File: src/rtl/vga_sync_if.sv
// Raster timing bundle from vga_sync: pixel/line position, syncs and frame markers.
interface vga_sync_if;
   logic [10:0] Columna;
   logic [9:0]  Fila;
   logic        HSYNC;
   logic        VSYNC;
   logic        Visible;
   logic        FrameStart;
   logic [5:0]  Frame;

   modport master (output Columna, Fila, HSYNC, VSYNC, Visible, FrameStart, Frame);
   modport slave  (input  Columna, Fila, HSYNC, VSYNC, Visible, FrameStart, Frame);
endinterface

File: src/rtl/vga_sync.sv
// VGA raster timing generator: pixel/line counters, registered syncs, frame pulse and counter.
// Define VGA_SYNC_DELAY_EN to delay HSYNC/VSYNC/Visible by two extra cycles for the renderer ROM.
module vga_sync #(
   parameter int H_VIS    = 800,
   parameter int H_FP     = 56,
   parameter int H_SW     = 120,
   parameter int H_BP     = 64,
   parameter int V_VIS    = 600,
   parameter int V_FP     = 37,
   parameter int V_SW     = 6,
   parameter int V_BP     = 23,
   parameter bit SYNC_POL = 1'b1
) (
   input  logic       NCLK,
   input  logic       NRST,
   vga_sync_if.master o_vga
);

   localparam int          H_TOT   = H_VIS + H_FP + H_SW + H_BP;
   localparam int          V_TOT   = V_VIS + V_FP + V_SW + V_BP;
   localparam logic [10:0] H_LAST  = 11'(H_TOT - 1);
   localparam logic [10:0] HS_BEG  = 11'(H_VIS + H_FP);
   localparam logic [10:0] HS_END  = 11'(H_VIS + H_FP + H_SW - 1);
   localparam logic [10:0] H_VIS_W = 11'(H_VIS);
   localparam logic [9:0]  V_LAST  = 10'(V_TOT - 1);
   localparam logic [9:0]  VS_BEG  = 10'(V_VIS + V_FP);
   localparam logic [9:0]  VS_END  = 10'(V_VIS + V_FP + V_SW - 1);
   localparam logic [9:0]  V_VIS_W = 10'(V_VIS);

   logic [10:0] r_col;
   logic [9:0]  r_row;
   logic        r_hs;
   logic        r_vs;
   logic        r_vis;
   logic        r_fs;
   logic [5:0]  r_frame;

   logic        w_col_wrap;
   logic [10:0] w_col_nxt;
   logic [9:0]  w_row_nxt;
   logic        w_origin;

   assign w_col_wrap = (r_col == H_LAST);
   assign w_col_nxt  = w_col_wrap ? 11'd0 : r_col + 11'd1;
   assign w_row_nxt  = !w_col_wrap      ? r_row :
                       (r_row == V_LAST) ? 10'd0 : r_row + 10'd1;
   assign w_origin   = (w_col_nxt == 11'd0) && (w_row_nxt == 10'd0);

   // Flags decode the next-count values so they land in the same cycle as the counters.
   // NOTE: sequential state uses nonblocking assignments so every register sees pre-edge values.
   always_ff @(posedge NCLK) begin
      if (!NRST) begin
         r_col   <= '0;
         r_row   <= '0;
         r_hs    <= ~SYNC_POL;
         r_vs    <= ~SYNC_POL;
         r_vis   <= 1'b0;
         r_fs    <= 1'b0;
         r_frame <= '0;
      end else begin
         r_col   <= w_col_nxt;
         r_row   <= w_row_nxt;
         r_hs    <= (w_col_nxt >= HS_BEG && w_col_nxt <= HS_END) ? SYNC_POL : ~SYNC_POL;
         r_vs    <= (w_row_nxt >= VS_BEG && w_row_nxt <= VS_END) ? SYNC_POL : ~SYNC_POL;
         r_vis   <= (w_col_nxt < H_VIS_W) && (w_row_nxt < V_VIS_W);
         r_fs    <= w_origin;
         if (w_origin) begin
            r_frame <= r_frame + 6'd1;
         end
      end
   end

`ifdef VGA_SYNC_DELAY_EN
   logic [1:0] r_hs_dly;
   logic [1:0] r_vs_dly;
   logic [1:0] r_vis_dly;

   always_ff @(posedge NCLK) begin
      if (!NRST) begin
         r_hs_dly  <= {2{~SYNC_POL}};
         r_vs_dly  <= {2{~SYNC_POL}};
         r_vis_dly <= 2'b00;
      end else begin
         r_hs_dly  <= {r_hs_dly[0], r_hs};
         r_vs_dly  <= {r_vs_dly[0], r_vs};
         r_vis_dly <= {r_vis_dly[0], r_vis};
      end
   end

   assign o_vga.HSYNC   = r_hs_dly[1];
   assign o_vga.VSYNC   = r_vs_dly[1];
   assign o_vga.Visible = r_vis_dly[1];
`else
   assign o_vga.HSYNC   = r_hs;
   assign o_vga.VSYNC   = r_vs;
   assign o_vga.Visible = r_vis;
`endif

   assign o_vga.Columna    = r_col;
   assign o_vga.Fila       = r_row;
   assign o_vga.FrameStart = r_fs;
   assign o_vga.Frame      = r_frame;

endmodule

File: src/flat_wrapper.sv
// flat-port wrapper written by rule: the top's interface ports become plain ports
module vga_sync_flat 
#(
   parameter int H_VIS    = 800,
   parameter int H_FP     = 56,
   parameter int H_SW     = 120,
   parameter int H_BP     = 64,
   parameter int V_VIS    = 600,
   parameter int V_FP     = 37,
   parameter int V_SW     = 6,
   parameter int V_BP     = 23,
   parameter bit SYNC_POL = 1'b1
)
  (NCLK, NRST, o_vga_Columna, o_vga_Fila, o_vga_HSYNC, o_vga_VSYNC, o_vga_Visible, o_vga_FrameStart, o_vga_Frame);
  vga_sync_if o_vga_i ();
  input  logic NCLK;
  input  logic NRST;
  output wire logic [$bits(o_vga_i.Columna)-1:0] o_vga_Columna;
  output wire logic [$bits(o_vga_i.Fila)-1:0] o_vga_Fila;
  output wire logic [$bits(o_vga_i.HSYNC)-1:0] o_vga_HSYNC;
  output wire logic [$bits(o_vga_i.VSYNC)-1:0] o_vga_VSYNC;
  output wire logic [$bits(o_vga_i.Visible)-1:0] o_vga_Visible;
  output wire logic [$bits(o_vga_i.FrameStart)-1:0] o_vga_FrameStart;
  output wire logic [$bits(o_vga_i.Frame)-1:0] o_vga_Frame;
  assign o_vga_Columna = o_vga_i.Columna;
  assign o_vga_Fila = o_vga_i.Fila;
  assign o_vga_HSYNC = o_vga_i.HSYNC;
  assign o_vga_VSYNC = o_vga_i.VSYNC;
  assign o_vga_Visible = o_vga_i.Visible;
  assign o_vga_FrameStart = o_vga_i.FrameStart;
  assign o_vga_Frame = o_vga_i.Frame;
  vga_sync #(.H_VIS(H_VIS), .H_FP(H_FP), .H_SW(H_SW), .H_BP(H_BP), .V_VIS(V_VIS), .V_FP(V_FP), .V_SW(V_SW), .V_BP(V_BP), .SYNC_POL(SYNC_POL)) u_core (.NCLK(NCLK), .NRST(NRST), .o_vga(o_vga_i));
endmodule
File: config.mk
export PLATFORM = sky130hd
export DESIGN_NAME = vga_sync_flat
export DESIGN_NICKNAME = d
export VERILOG_FILES = /design/src/rtl/vga_sync_if.sv /design/src/rtl/vga_sync.sv /design/src/flat_wrapper.sv
export SDC_FILE = /design/constraint.sdc
export NUM_CORES = 1
export LEC_CHECK = 0
export ABC_AREA = 1
export CAP_MARGIN = 10
export CORE_ASPECT_RATIO = 2
export CORE_UTILIZATION = 30
export CTS_CLUSTER_DIAMETER = 50
export DETAILED_ROUTE_END_ITERATION = 8
export GPL_TIMING_DRIVEN = 1
export SLEW_MARGIN = 20
export SYNTH_ARGS = -nofsm -noshare
export SYNTH_HDL_FRONTEND = slang
export SYNTH_SLANG_ARGS = --single-unit
File: constraint.sdc
create_clock -name NCLK -period 4.3 [get_ports NCLK]
set_input_delay 0.645 -clock NCLK [delete_from_list [all_inputs] [get_ports NCLK]]
set_output_delay 0.645 -clock NCLK [all_outputs]
set_load 0.02 [all_outputs]
# --- Word-level counts from Yosys, hierarchy flattened ---
# Index checks and enable logic that the tools add are counted.
classes:
  order_cmp: 6
  reduce_logical: 6
  add_sub_neg: 3
  eq_ne: 2
  mux: 5
op_table:
  columns: ["cell", "count"]
  rows:
  - ["2-to-1 mux 10 bit", 2]
  - ["adder 11 x 1 -> 11 bit (second input constant)", 1]
  - ["equality test 11 bit (second input constant)", 1]
  - ["greater-or-equal comparator 11 x 10 -> 1 bit (second input constant)", 1]
  - ["<= comparator 11 x 10 -> 1 bit (second input constant)", 1]
  - ["zero test 11 bit", 1]
  - ["< comparator 11 x 10 -> 1 bit (second input constant)", 1]
  - ["2-to-1 mux 11 bit", 1]
  - ["adder 10 x 1 -> 10 bit (second input constant)", 1]
  - ["equality test 10 bit (second input constant)", 1]
  - ["greater-or-equal comparator 10 bit (second input constant)", 1]
  - ["<= comparator 10 bit (second input constant)", 1]
  - ["zero test 10 bit", 1]
  - ["< comparator 10 bit (second input constant)", 1]
  - ["adder 6 x 1 -> 6 bit (second input constant)", 1]
  - ["logical AND 1 bit", 4]
  - ["2-to-1 mux 1 bit", 2]
word_totals:
  out_inout_bits: 31
  inputBits: 2
  ff_bits: 31
  wordCells: 29

# --- Longest topological paths before layout ---
logic_depth:
  depth_word: 6
  ltp_mapped: 16
  mapped_depth_nobuf: 15

# --- Least setup slack after synthesis ---
# No wires, ideal clock.
synth_path:
  path_type: "reg-to-reg"
  from: "reg u_core.r_col[1], in the netlist u_core.o_vga.Columna[1]"
  to: "reg u_core.r_frame[2], in the netlist u_core.o_vga.Frame[2]"
  t_arrival_ns: 2.045
  setup_time_ns: 0.126
  synth_period_minus_slack_ns: 2.171
  stages_incl_launch_ff: 14
  t_required_ns: 4.174
  setup_slack_ns: 2.129
  n_path_buf: 1
  path_cell_list: "dfxtp_1 ha_1 nand2_2 nor2_4 nand3_2 nor2_8 nor2_2 a21oi_4 nand3_2 nor2_2 buf_4 nand4_1 nand2_1 nor2_2"
synth_via:
  elab_chain_len: 4
  elab_cells_between_ends: 7
  cone_classes: "add/sub: 1; eq/ne: 1; mux: 2; reduce/logical: 3"
synth_rtl:
  columns: ["element", "line_no", "source"]
  rows:
  - ["from (decl)", "vga_sync.sv:30", "logic [10:0] r_col;"]
  - ["from (signal assigned)", "vga_sync.sv:61", "r_col <= w_col_nxt;"]
  - ["adder 11 x 1 -> 11 bit or equality test 11 bit (tied branches)", "vga_sync.sv:44, vga_sync.sv:43", null]
  - ["2-to-1 mux 11 bit or 2-to-1 mux 10 bit (tied branches)", "vga_sync.sv:44, vga_sync.sv:45", null]
  - ["zero test 11 bit or zero test 10 bit (tied branches)", "vga_sync.sv:47", "assign w_origin = (w_col_nxt == 11'd0) && (w_row_nxt == 10'd0);"]
  - ["logical AND 1 bit (*)", "vga_sync.sv:47", null]
  - ["to (signal assigned)", "vga_sync.sv:68", "r_frame <= r_frame + 6'd1;"]
  - ["to (decl)", "vga_sync.sv:36", "logic [5:0] r_frame;"]
# Mark *: on every way between the ends. The rest lies on a longest branch, timed or not.
# A chain may end at the register's enable or synchronous reset.

# --- Worst setup path after layout ---
layout_path:
  from: "reg u_core.r_col[0], in the netlist u_core.o_vga.Columna[0]"
  to: "reg u_core.r_frame[5], in the netlist u_core.o_vga.Frame[5]"
# The elaborated chain is that of the path after synthesis.

==> impl_metrics.env <==
export IMPL_status="completed"
export IMPL_grt_max_degree=24
export IMPL_syn_num_nets=342
export IMPL_cts_resized=0
export IMPL_clockPowerShare_pct=56.5
export IMPL_final_min_clock_period_ns=2.592
export IMPL_num_vias=2229
export IMPL_mappedNetlistArea_um2=2079
export IMPL_p_seq_share_pct=40.1
export IMPL_pin_count=33
export IMPL_clockBufferDepth=2
export IMPL_grt_pass1_vias=2139
export IMPL_cp_required_ns=4.46
export IMPL_overflow=0
export IMPL_synth_edff_count=0
export IMPL_grt_first_pass_wirelength_um=9604
export IMPL_yosysUniqueCellTypes=29
export IMPL_ant_nets=0
export IMPL_ir_drop_mv=0.2424
export IMPL_n_fill_cell=737
export IMPL_seq_area_frac_synth_pct=29.84
export IMPL_worstSetupStartpointType="register"
export IMPL_port_buffers=32
export IMPL_rsz0062_at_grt="no"
export IMPL_final_period_utilization_pct=60.29
export IMPL_setup_violations=0
export IMPL_ys_top_cells_by_area="dfxtp_1 (30%), nand2_1 (15%), nor2_1 (11%), inv_1 (8.7%), nand3_1 (6.7%)"
export IMPL_max_freq_mhz=385.7
export IMPL_p_comb_share_pct=3.5
export IMPL_synth_common_cells="nand2_1 (83), nor2_1 (60), inv_1 (48)"
export IMPL_cp_arrival_ns=2.75
export IMPL_dr_pass1_iters=5
export IMPL_fp_coreArea_um2=6674
export IMPL_place_congestion=0.8766
export IMPL_dp_hpwl_um=4501
export IMPL_netlist_area_leader_share_pct=29.84
export IMPL_clock_sinks=31
export IMPL_syn_inst=335
export IMPL_hold_buffers=0
export IMPL_synth_area_leader_cell="dfxtp_1"
export IMPL_synth_avg_cell_area_um2=6.207
export IMPL_synth_main_ff_cell="dfxtp_1"
export IMPL_end_kind="register"
export IMPL_min_path_type="reg -> reg"
export IMPL_grt_usage_pct=17.63
export IMPL_hold_viol=0
export IMPL_num_antenna_cells=0
export IMPL_syn_to_final_growth_pct=26.41
export IMPL_routedWlPerCell_um=13.00
export IMPL_via_per_inst=4.910
export IMPL_dr_wl_met3_um=163
export IMPL_cap_violations=0
export IMPL_r2r_slack_ns=1.71
export IMPL_antenna_found_initial=0
export IMPL_cts_setup_buffers=0
export IMPL_crit_type="reg -> reg"
export IMPL_clk_pin_slew_ns=0.06
export IMPL_top_layer_used="met4"
export IMPL_synth_most_common_cell="nand2_1"
export IMPL_tightest_slew_ns=0.7741
export IMPL_htree_levels=2
export IMPL_final_setup_tns_ns=0
export IMPL_relSlewSlack_pct=48.34
export IMPL_post_route_drc_count=0
export IMPL_yosysWarnings=0
export IMPL_switching_power_mw=0.1512
export IMPL_p_sw_share_pct=20.44
export IMPL_die_h_um=119.7
export IMPL_ys_seq_elements=31
export IMPL_slew_viol_final=0
export IMPL_rows=42
export IMPL_power_leakage_nw=1.182
export IMPL_fin_area_um2=2629
export IMPL_nets=372
export IMPL_placed_area_um2=2455
export IMPL_drt_wl_total_um=5903
export IMPL_cts_tree="built"
export IMPL_start_util_pct=31.16
export IMPL_die_x_um=60.87
export IMPL_dieArea_um2=7289
export IMPL_powerDensity_nw_per_um2=281.4
export IMPL_wl_met1_um=2262
export IMPL_clk_latency_ns=0.29
export IMPL_async_reset_ff_share_pct=0
export IMPL_drt_iter0_drc=116
export IMPL_fin_skew_ns=0.008622
export IMPL_crit_fanout=11
export IMPL_cts_buffers=5
export IMPL_cts_root_buf="clkbuf_16"
export IMPL_wl_met2_um=3180
export IMPL_drive_gt1_share_pct=7.650
export IMPL_p_int_mw=0.5885
[metal layers]
| layer | vias to the layer above | GRT usage (%) |
|---|---|---|
| li1 | 1117 | - |
| met2 | 54 | 30.91 |
| met4 | 0 | 12.78 |
| met3 | 21 | 2.586 |
| met5 | - | 0 |
| met1 | 1037 | 17.71 |
[final cells by class]
class,instances,area [µm²],area share (%)
flip-flops and latches,31,620.6,23.61
clock inverters,2,35.03,1.333
clock buffers,6,138.9,5.283
repair buffers,32,320.3,12.18
inverters,48,180.2,6.854
multi-input cells,247,1224,46.55
well taps,88,110.1,4.188
[logic make-up (layout without fill, tap and decap cells)]
family                   after synthesis  after routing  share of synthesized area, %
buffers and inverters                 57             88                         11.31
AO/OA/AOI/OAI                         19             19                         5.295
flip-flops                            31             31                         29.84
XOR/XNOR                               7              7                         2.948
AND/OR/NAND/NOR                      216            216                         47.59
adder cells (fa/ha/maj)                5              5                         3.008
[critical path: stages (launching register included)]
cell,delay [ns]
dfxtp_1,0.49
ha_1,0.29
nand2_2,0.11
nor2_4,0.16
nand3_2,0.14
nor2_8,0.21
nor2_2,0.07
a21oi_4,0.21
nand3_2,0.12
nor2_2,0.38
nand4_1,0.14
nand2_1,0.11
nor2_2,0.03
[power groups by stage]
stage / Combinational [mW] / Clock, mW / Sequential [mW]
after CTS: 0.0260 / 0.427 / 0.296
after detailed placement: 0.0259 / 0 / 0.302
final: 0.0256 / 0.418 / 0.296
after floorplan: 0.0133 / 0 / 0.304
after global placement: 0.0258 / 0 / 0.302
after global routing: 0.0278 / 0.437 / 0.297
[placed cells by master, fill, tap and decap left out, types with 2 or more instances in the layout]
cell type and n:
o21ai_1 3, nor2_2 7, nor2_1 60, o21ai_0 6, nand2_2 4, nand3b_1 2
xor2_1 6, ha_1 5, inv_1 48, nor3_1 7, nand3_1 28, nor4_1 2
nand4_1 15, clkdlybuf4s50_1 32, nand2_1 83, clkbuf_16 5, a21oi_1 7, dfxtp_1 31
nand3_2 5
[path summary, 6_finish.rpt]
kind,start,cells past startpoint,to
setup / recovery,u_core.o_vga.Columna[0]$_SDFF_PN0_,12,u_core.o_vga.Frame[5]$_SDFFE_PN0P_
hold / removal,u_core.o_vga.Frame[1]$_SDFFE_PN0P_,2,u_core.o_vga.Frame[1]$_SDFFE_PN0P_
setup reg to reg,u_core.o_vga.Columna[0]$_SDFF_PN0_,12,u_core.o_vga.Frame[5]$_SDFFE_PN0P_
hold reg to reg,u_core.o_vga.Frame[1]$_SDFFE_PN0P_,2,u_core.o_vga.Frame[1]$_SDFFE_PN0P_
[stage by stage]
stage	power, mW	hold WS (ns)	cells	setup slack [ns]	utilization [%]
6_report	0.7397	0.5464	454	1.708	39.39
5_1_grt	0.7614	0.5789	454	1.379	39.39
4_1_cts	0.7491	0.5497	454	1.683	39.39
3_5_place_dp	0.3280	0.5423	446	1.682	36.78
3_3_place_gp	0.3276	0.5433	446	1.728	36.78
2_1_floorplan	0.3171	0.5945	335	2.129	-
[sequential cells by signal, indices dropped and copies added, names as in the netlist]
| register | count |
|---|---|
| u_core.o_vga.Frame | 6 |
| u_core.o_vga.FrameStart | 1 |
| u_core.o_vga.Fila | 10 |
| u_core.o_vga.Columna | 11 |
| u_core.o_vga.HSYNC | 1 |
| u_core.o_vga.VSYNC | 1 |
| u_core.o_vga.Visible | 1 |
No activity file was read; power rests on OpenSTA's default activity.
